`src/rtl/seg7_scan_ctrl_if.sv`:
```
// -----------------------------------------------------------------------------
// seg7_scan_ctrl_if
//   Signal bundle between the time-keeping logic, the shared SEG7DEC decoder,
//   the board pins and the 7-segment scan controller.
//
//   digits       4*NDIG  digit nibbles, digit i = digits[4i+3:4i] (0 = LSD)
//   dp_in        NDIG    decimal point request per digit, active-high
//   lzb          1       leading-zero blanking enable
//   blink_mask   NDIG    digits subject to blinking
//   blink_phase  1       1 = off phase, masked digits go dark
//   seg_din      4       nibble presented to the shared decoder
//   seg_nhex     8       active-low pattern returned by the decoder ([6:0] used)
//   nhex         8       segment pins, active-low, bit 7 = decimal point
//   ndig         NDIG    digit enables, active-low, one-hot-low when lit
//
//   slave  : the scan controller
//   master : its environment (digit source, decoder, pins)
// -----------------------------------------------------------------------------
interface seg7_scan_ctrl_if #(
    parameter int NDIG = 4
) ();
    logic [4*NDIG-1:0] digits;
    logic [NDIG-1:0]   dp_in;
    logic              lzb;
    logic [NDIG-1:0]   blink_mask;
    logic              blink_phase;
    logic [3:0]        seg_din;
    logic [7:0]        seg_nhex;
    logic [7:0]        nhex;
    logic [NDIG-1:0]   ndig;

    modport slave (
        input  digits, dp_in, lzb, blink_mask, blink_phase, seg_nhex,
        output seg_din, nhex, ndig
    );

    modport master (
        output digits, dp_in, lzb, blink_mask, blink_phase, seg_nhex,
        input  seg_din, nhex, ndig
    );
endinterface

```
`src/rtl/seg7_scan_ctrl.sv`:
```
// -----------------------------------------------------------------------------
// seg7_scan_ctrl
//   Time-multiplexed scan controller for a common-anode 7-segment bank. One
//   SEG7DEC instance is shared by all NDIG positions: each slot the controller
//   snapshots one digit, feeds its nibble to the decoder, and drives the
//   decoded pattern plus decimal point onto the pins, with leading-zero
//   blanking, blinking and a blank gap at slot start to avoid ghosting.
//
//   Slot timing (cnt = 0 .. SCAN_DIV-1):
//     edge at cnt == BLANK_CYC-1 : snapshot digit/flags of the current slot
//     edge at cnt == BLANK_CYC   : light the digit (unless dark)
//     edge at cnt == SCAN_DIV-1  : blank, advance to the next slot
//   Requires SCAN_DIV >= BLANK_CYC+2 and BLANK_CYC >= 1.
//
//   Ports:
//     clk    system clock
//     rst_n  asynchronous active-low reset
//     bus    seg7_scan_ctrl_if.slave (digit inputs, decoder path, pins)
// -----------------------------------------------------------------------------
module seg7_scan_ctrl #(
    parameter int NDIG      = 4,
    parameter int SCAN_DIV  = 50000,
    parameter int BLANK_CYC = 500
) (
    input  logic            clk,
    input  logic            rst_n,
    seg7_scan_ctrl_if.slave bus
);

    localparam int CNT_W = (SCAN_DIV > 1) ? $clog2(SCAN_DIV) : 1;
    localparam int IDX_W = (NDIG > 1) ? $clog2(NDIG) : 1;

    localparam logic [CNT_W-1:0] CNT_LAST = CNT_W'(SCAN_DIV - 1);
    localparam logic [CNT_W-1:0] CNT_SNAP = CNT_W'(BLANK_CYC - 1);
    localparam logic [CNT_W-1:0] CNT_LIT  = CNT_W'(BLANK_CYC);
    localparam logic [IDX_W-1:0] IDX_LAST = IDX_W'(NDIG - 1);

    logic [CNT_W-1:0] cnt;
    logic [IDX_W-1:0] idx;

    // Snapshot of the current slot's digit, taken at the last blank cycle.
    logic [3:0]       nib;
    logic             dp;
    logic             dark;

    // Registered pin drivers.
    logic [7:0]       nhex_q;
    logic [NDIG-1:0]  ndig_q;

    // Leading-zero flags: lz_vec[i] is set when digit i and every more
    // significant digit are zero. Digit 0 is never blanked.
    logic [NDIG-1:0]  lz_vec;
    logic             upper_zero;

    // Decoder bit 7 is not a segment; the decimal point comes from dp.
    logic             unused_seg_bit7;
    assign unused_seg_bit7 = bus.seg_nhex[7];

    // NOTE: every variable assigned in always_comb gets a default first, so no
    // path leaves it unassigned and no latch is inferred.
    always_comb begin
        upper_zero = 1'b1;
        lz_vec     = '0;
        for (int i = NDIG - 1; i >= 0; i--) begin
            upper_zero = upper_zero & (bus.digits[4*i +: 4] == 4'd0);
            lz_vec[i]  = (i != 0) ? upper_zero : 1'b0;
        end
    end

    // Slot counter and digit index.
    // NOTE: sequential state uses non-blocking assignments so every register
    // samples the pre-edge values and simulation matches the synthesized flops.
    always_ff @(posedge clk or negedge rst_n) begin
        if (!rst_n) begin
            cnt <= '0;
            idx <= '0;
        end else if (cnt == CNT_LAST) begin
            cnt <= '0;
            idx <= (idx == IDX_LAST) ? '0 : idx + 1'b1;
        end else begin
            cnt <= cnt + 1'b1;
        end
    end

    // Snapshot: inputs are sampled once per slot so a change mid-slot cannot
    // tear the displayed digit.
    // NOTE: the snapshot registers are reset as well, because nib drives the
    // decoder input directly and must be a known value straight out of reset.
    always_ff @(posedge clk or negedge rst_n) begin
        if (!rst_n) begin
            nib  <= 4'd0;
            dp   <= 1'b0;
            dark <= 1'b0;
        end else if (cnt == CNT_SNAP) begin
            nib  <= bus.digits[4*int'(idx) +: 4];
            dp   <= bus.dp_in[idx];
            dark <= (bus.lzb & lz_vec[idx]) | (bus.blink_mask[idx] & bus.blink_phase);
        end
    end

    // Pin register: enable and pattern always update on the same edge, so a
    // digit is never enabled with a stale pattern. The decoder output is stable
    // here because nib has been held since the previous edge.
    always_ff @(posedge clk or negedge rst_n) begin
        if (!rst_n) begin
            ndig_q <= '1;
            nhex_q <= 8'hFF;
        end else if (cnt == CNT_LAST) begin
            ndig_q <= '1;
            nhex_q <= 8'hFF;
        end else if (cnt == CNT_LIT && !dark) begin
            ndig_q <= ~(NDIG'(1) << idx);
            nhex_q <= {~dp, bus.seg_nhex[6:0]};
        end
    end

    assign bus.seg_din = nib;
    assign bus.nhex    = nhex_q;
    assign bus.ndig    = ndig_q;

endmodule
```
`src/flat_wrapper.sv`:
```
// flat-port wrapper written by rule: the top's interface ports become plain ports
module seg7_scan_ctrl_flat 
#(
    parameter int NDIG      = 4,
    parameter int SCAN_DIV  = 50000,
    parameter int BLANK_CYC = 500
)
  (clk, rst_n, bus_digits, bus_dp_in, bus_lzb, bus_blink_mask, bus_blink_phase, bus_seg_nhex, bus_seg_din, bus_nhex, bus_ndig);
  seg7_scan_ctrl_if #(.NDIG(NDIG)) bus_i ();
  input  logic clk;
  input  logic rst_n;
  input wire logic [$bits(bus_i.digits)-1:0] bus_digits;
  input wire logic [$bits(bus_i.dp_in)-1:0] bus_dp_in;
  input wire logic [$bits(bus_i.lzb)-1:0] bus_lzb;
  input wire logic [$bits(bus_i.blink_mask)-1:0] bus_blink_mask;
  input wire logic [$bits(bus_i.blink_phase)-1:0] bus_blink_phase;
  input wire logic [$bits(bus_i.seg_nhex)-1:0] bus_seg_nhex;
  output wire logic [$bits(bus_i.seg_din)-1:0] bus_seg_din;
  output wire logic [$bits(bus_i.nhex)-1:0] bus_nhex;
  output wire logic [$bits(bus_i.ndig)-1:0] bus_ndig;
  assign bus_i.digits = bus_digits;
  assign bus_i.dp_in = bus_dp_in;
  assign bus_i.lzb = bus_lzb;
  assign bus_i.blink_mask = bus_blink_mask;
  assign bus_i.blink_phase = bus_blink_phase;
  assign bus_i.seg_nhex = bus_seg_nhex;
  assign bus_seg_din = bus_i.seg_din;
  assign bus_nhex = bus_i.nhex;
  assign bus_ndig = bus_i.ndig;
  seg7_scan_ctrl #(.NDIG(NDIG), .SCAN_DIV(SCAN_DIV), .BLANK_CYC(BLANK_CYC)) u_core (.clk(clk), .rst_n(rst_n), .bus(bus_i));
endmodule
```
`config.mk`:
```
export PLATFORM = sky130hd
export DESIGN_NAME = seg7_scan_ctrl_flat
export DESIGN_NICKNAME = d
export VERILOG_FILES = /design/src/rtl/seg7_scan_ctrl_if.sv /design/src/rtl/seg7_scan_ctrl.sv /design/src/flat_wrapper.sv
export SDC_FILE = /design/constraint.sdc
export NUM_CORES = 1
export LEC_CHECK = 0
export CAP_MARGIN = 20
export CORE_ASPECT_RATIO = 0.8
export CORE_MARGIN = 3
export CORE_UTILIZATION = 48
export CTS_BUF_LIST = sky130_fd_sc_hd__clkbuf_4 sky130_fd_sc_hd__clkbuf_8 sky130_fd_sc_hd__clkbuf_16
export CTS_CLUSTER_DIAMETER = 200
export DETAILED_ROUTE_END_ITERATION = 8
export PLACE_DENSITY = 0.77
export SETUP_SLACK_MARGIN = 0.1
export SYNTH_ARGS = -nofsm -noshare
export SYNTH_HDL_FRONTEND = slang
export SYNTH_SLANG_ARGS = --single-unit
```
`constraint.sdc`:
```
create_clock -name clk -period 2 [get_ports clk]
set_input_delay 0.6 -clock clk [delete_from_list [all_inputs] [get_ports clk]]
set_output_delay 0.6 -clock clk [all_outputs]
set_load 0.03 [all_outputs]
```
==> results.cfg <==
[logic_synthesis]
synth-xor-area-share_pct = 4.89
synth_simple_gate_area_share_pct = 22.1
synth_top_family_by_area = simple AND/OR/NAND/NOR gates
ys.flop_type = dfrtp_1
yosysWarnings = 0
synth-compound-area-share_pct = 4.32
ys_types = 39
synth_area_sq_um = 1970
synth_mux_area_share_pct = 13.8
ys_ff_latch = 36
synth.yosys.seq_area_share_pct = 46.5
synthAdderAreaFrac_pct = 3.81
async_flop_share_pct = 100
syn_nets = 213
synthCells = 171
synth_edf_count = 0
avgSynthCellArea_sq_um = 11.5

[power_and_ir_drop]
peakVddDrop_mv = 0.392
power_uw = 1450
p_leak_uw = 0.00112
p_per_area_nw_per_um2 = 555

[critical_path]
critPathRequiredTime_ps = 1400
reg2reg_depth = 4
end_kind = primary output
critPathMaxFanout = 2
cp_data_arrival_time_ps = 1260
r2r-start = u_core.cnt[11]
slowest_stage = dfstp_2
path_cells = dlygate4sd2_1
cp.depth = 1
crit_buf_inv = 1
startpoint_type = flip-flop
crit_family = flip-flops
reg2reg_slack_ps = 170
critical_path_class = flip-flop to primary output
worstSetupStartpoint = u_core.bus.nhex[4]
cpPeakStageDelay_ps = 550
r2r_end = u_core.cnt[8]

[floorplanning]
core_area_sq_um = 3880
dieArea_sq_um = 4910
die_y_microns = 63.3
pin_count = 52
dieWidth_microns = 77.6
floorplan.initialDensity_pct = 50.8
rows = 20

[status]
status = finished clean

[route]
drtAntennaViolNets = 0
routedWlPerCell_microns = 15.6
drt-total-wl_mm = 4.40
viasPerCell = 5.27
drc = 0
dr_total_vias = 1485
first_iter_violations = 71
firstDrtPassIters = 4

[clock_network]
tritoncts = yes
hold_buffers = 0
post_cts_buffers = 0
clkLatencyLatePin_ps = 290
cts_root_buf = clkbuf_8
clock_sinks = 36
clockBufferDepth = 2
cts_buffers = 5
htreeDepth = 2
clkSlewWorstSetupHoldPaths_ps = 70

[timing]
slew_headroom_pct = 65.8
max_freq_ghz = 0.538
slew_viol_final = 0
setup_viol_count_final = 0
hold_violations = 0
tns_ps = 0
finClkSkew_ps = 6.91
post-route-min-period_ps = 1860
grt_setup_unrepaired = false
holdWs_ps = 482
max_slew.worst_pin.slew_ps = 513
period_share_pct = 93.0

[cells_and_area]
fin_nets = 268
final_common_cell = clkdlybuf4s50_1
multi_input_area_sq_um = 971
final_cell_mix = clkdlybuf4s50_1, dfrtp_1, nand2_1, dlygate4sd2_1, dfstp_2
antenna_cells = 0
drive_above_1_share_pct = 21.6
syn_to_final_growth_pct = 32.8
ff_latch_area_sq_um = 916
n_fill_cell = 310

[min_path]
hold_path_depth = 2
min_from = u_core.bus.nhex[7]
hold_end = u_core.bus.nhex[7]
min_path_type = flip-flop to flip-flop

[global_routing]
grt_start_max_net_pins = 37
grt_pass1_wl_mm = 7.40
grt_overflow = 0
antenna_found_initial = 0
track_usage_pct = 19.2
grt_pass1_vias = 1539

[placed_design]
gp_congestion = 0.857
post-dp-hpwl_mm = 3.39
port_buffers = 50

[flow_run]
maxCapViolCount = 0
==> repair_timing <==
action / in CTS / in global routing
endpoints found under the hold margin: 0 / 0
resized for setup: 17 / 1
setup endpoints to repair: 22 / 5
==> Yosys cell counts, types with 2 or more instances <==
cell | n | area, sq um
o21ai_2 | 2 | 17.5
mux4_2 | 6 | 135
and2_1 | 2 | 12.5
ha_1 | 6 | 75.1
nor4_4 | 2 | 42.5
nand2_1 | 17 | 63.8
nand3b_1 | 2 | 15.0
a21o_1 | 2 | 15.0
o21ai_0 | 3 | 15.0
dfrtp_1 | 24 | 601
xnor2_1 | 8 | 70.1
nor4_1 | 6 | 37.5
xor2_1 | 3 | 26.3
nor2_1 | 8 | 30.0
inv_1 | 5 | 18.8
or2_2 | 4 | 25.0
nand2b_1 | 3 | 18.8
mux2i_1 | 8 | 80.1
nand4_1 | 8 | 50.1
nor3_1 | 5 | 25.0
dfstp_2 | 12 | 315
buf_6 | 4 | 45.0
mux2_2 | 5 | 56.3
nand3_1 | 11 | 55.1
==> worst max-delay path by stage <==
stage,endpoint
final,bus_nhex[4]
after global routing,bus_nhex[4]
after CTS,u_core.bus.seg_din[3]
after detailed placement,u_core.dark
after global placement,u_core.dark
after floorplan,u_core.bus.seg_din[0]
==> metal layers <==
metal  track usage [%]  routed length (microns)  up-vias
li1                  -                        -      726
met1              23.5                     1920      721
met2              33.0                     2220       31
met3              4.43                      186        7
met4              6.89                       68        0
met5                 0                        0        -
==> state kept, by name (all words and copies together) (netlist names) <==
register	cells
u_core.bus.ndig	4
u_core.bus.nhex	8
u_core.dp	1
u_core.idx	2
u_core.cnt	16
u_core.bus.seg_din	4
u_core.dark	1
==> stage by stage <==
stage,std cells,cell area [sq um],util (%),setup slack [ps]
finish,282,2620,67.5,140
detailed placement,274,2520,64.9,72.9
CTS,282,2610,67.3,129
global route,282,2620,67.5,107
global placement,274,2520,64.9,79.4
floorplan,171,1970,-,267
==> kinds of logic (layout without fill, tap and decap cells) <==
kind of cell,after synthesis,after routing
mux,19,19
xor+xnor,11,11
flops,36,36
simple gates,75,75
fa+ha+maj,6,6
compound gates,12,12
buf+inv,12,68
==> power breakdown <==
group / switching (uW) / internal [uW]
Sequential: 0 / 729
Clock: 256 / 368
Combinational: 29.0 / 68.1
==> cell type report <==
| cell class | instances | area share (%) |
|---|---|---|
| timing repair buffer | 55 | 20.3 |
| clock buffer | 5 | 2.63 |
| multi-input combinational | 123 | 37.1 |
| inverter | 5 | 0.717 |
| clock inverter | 3 | 1.63 |
| tap | 55 | 2.63 |
| sequential | 36 | 35.0 |
Power figures use the tool's default switching activity.
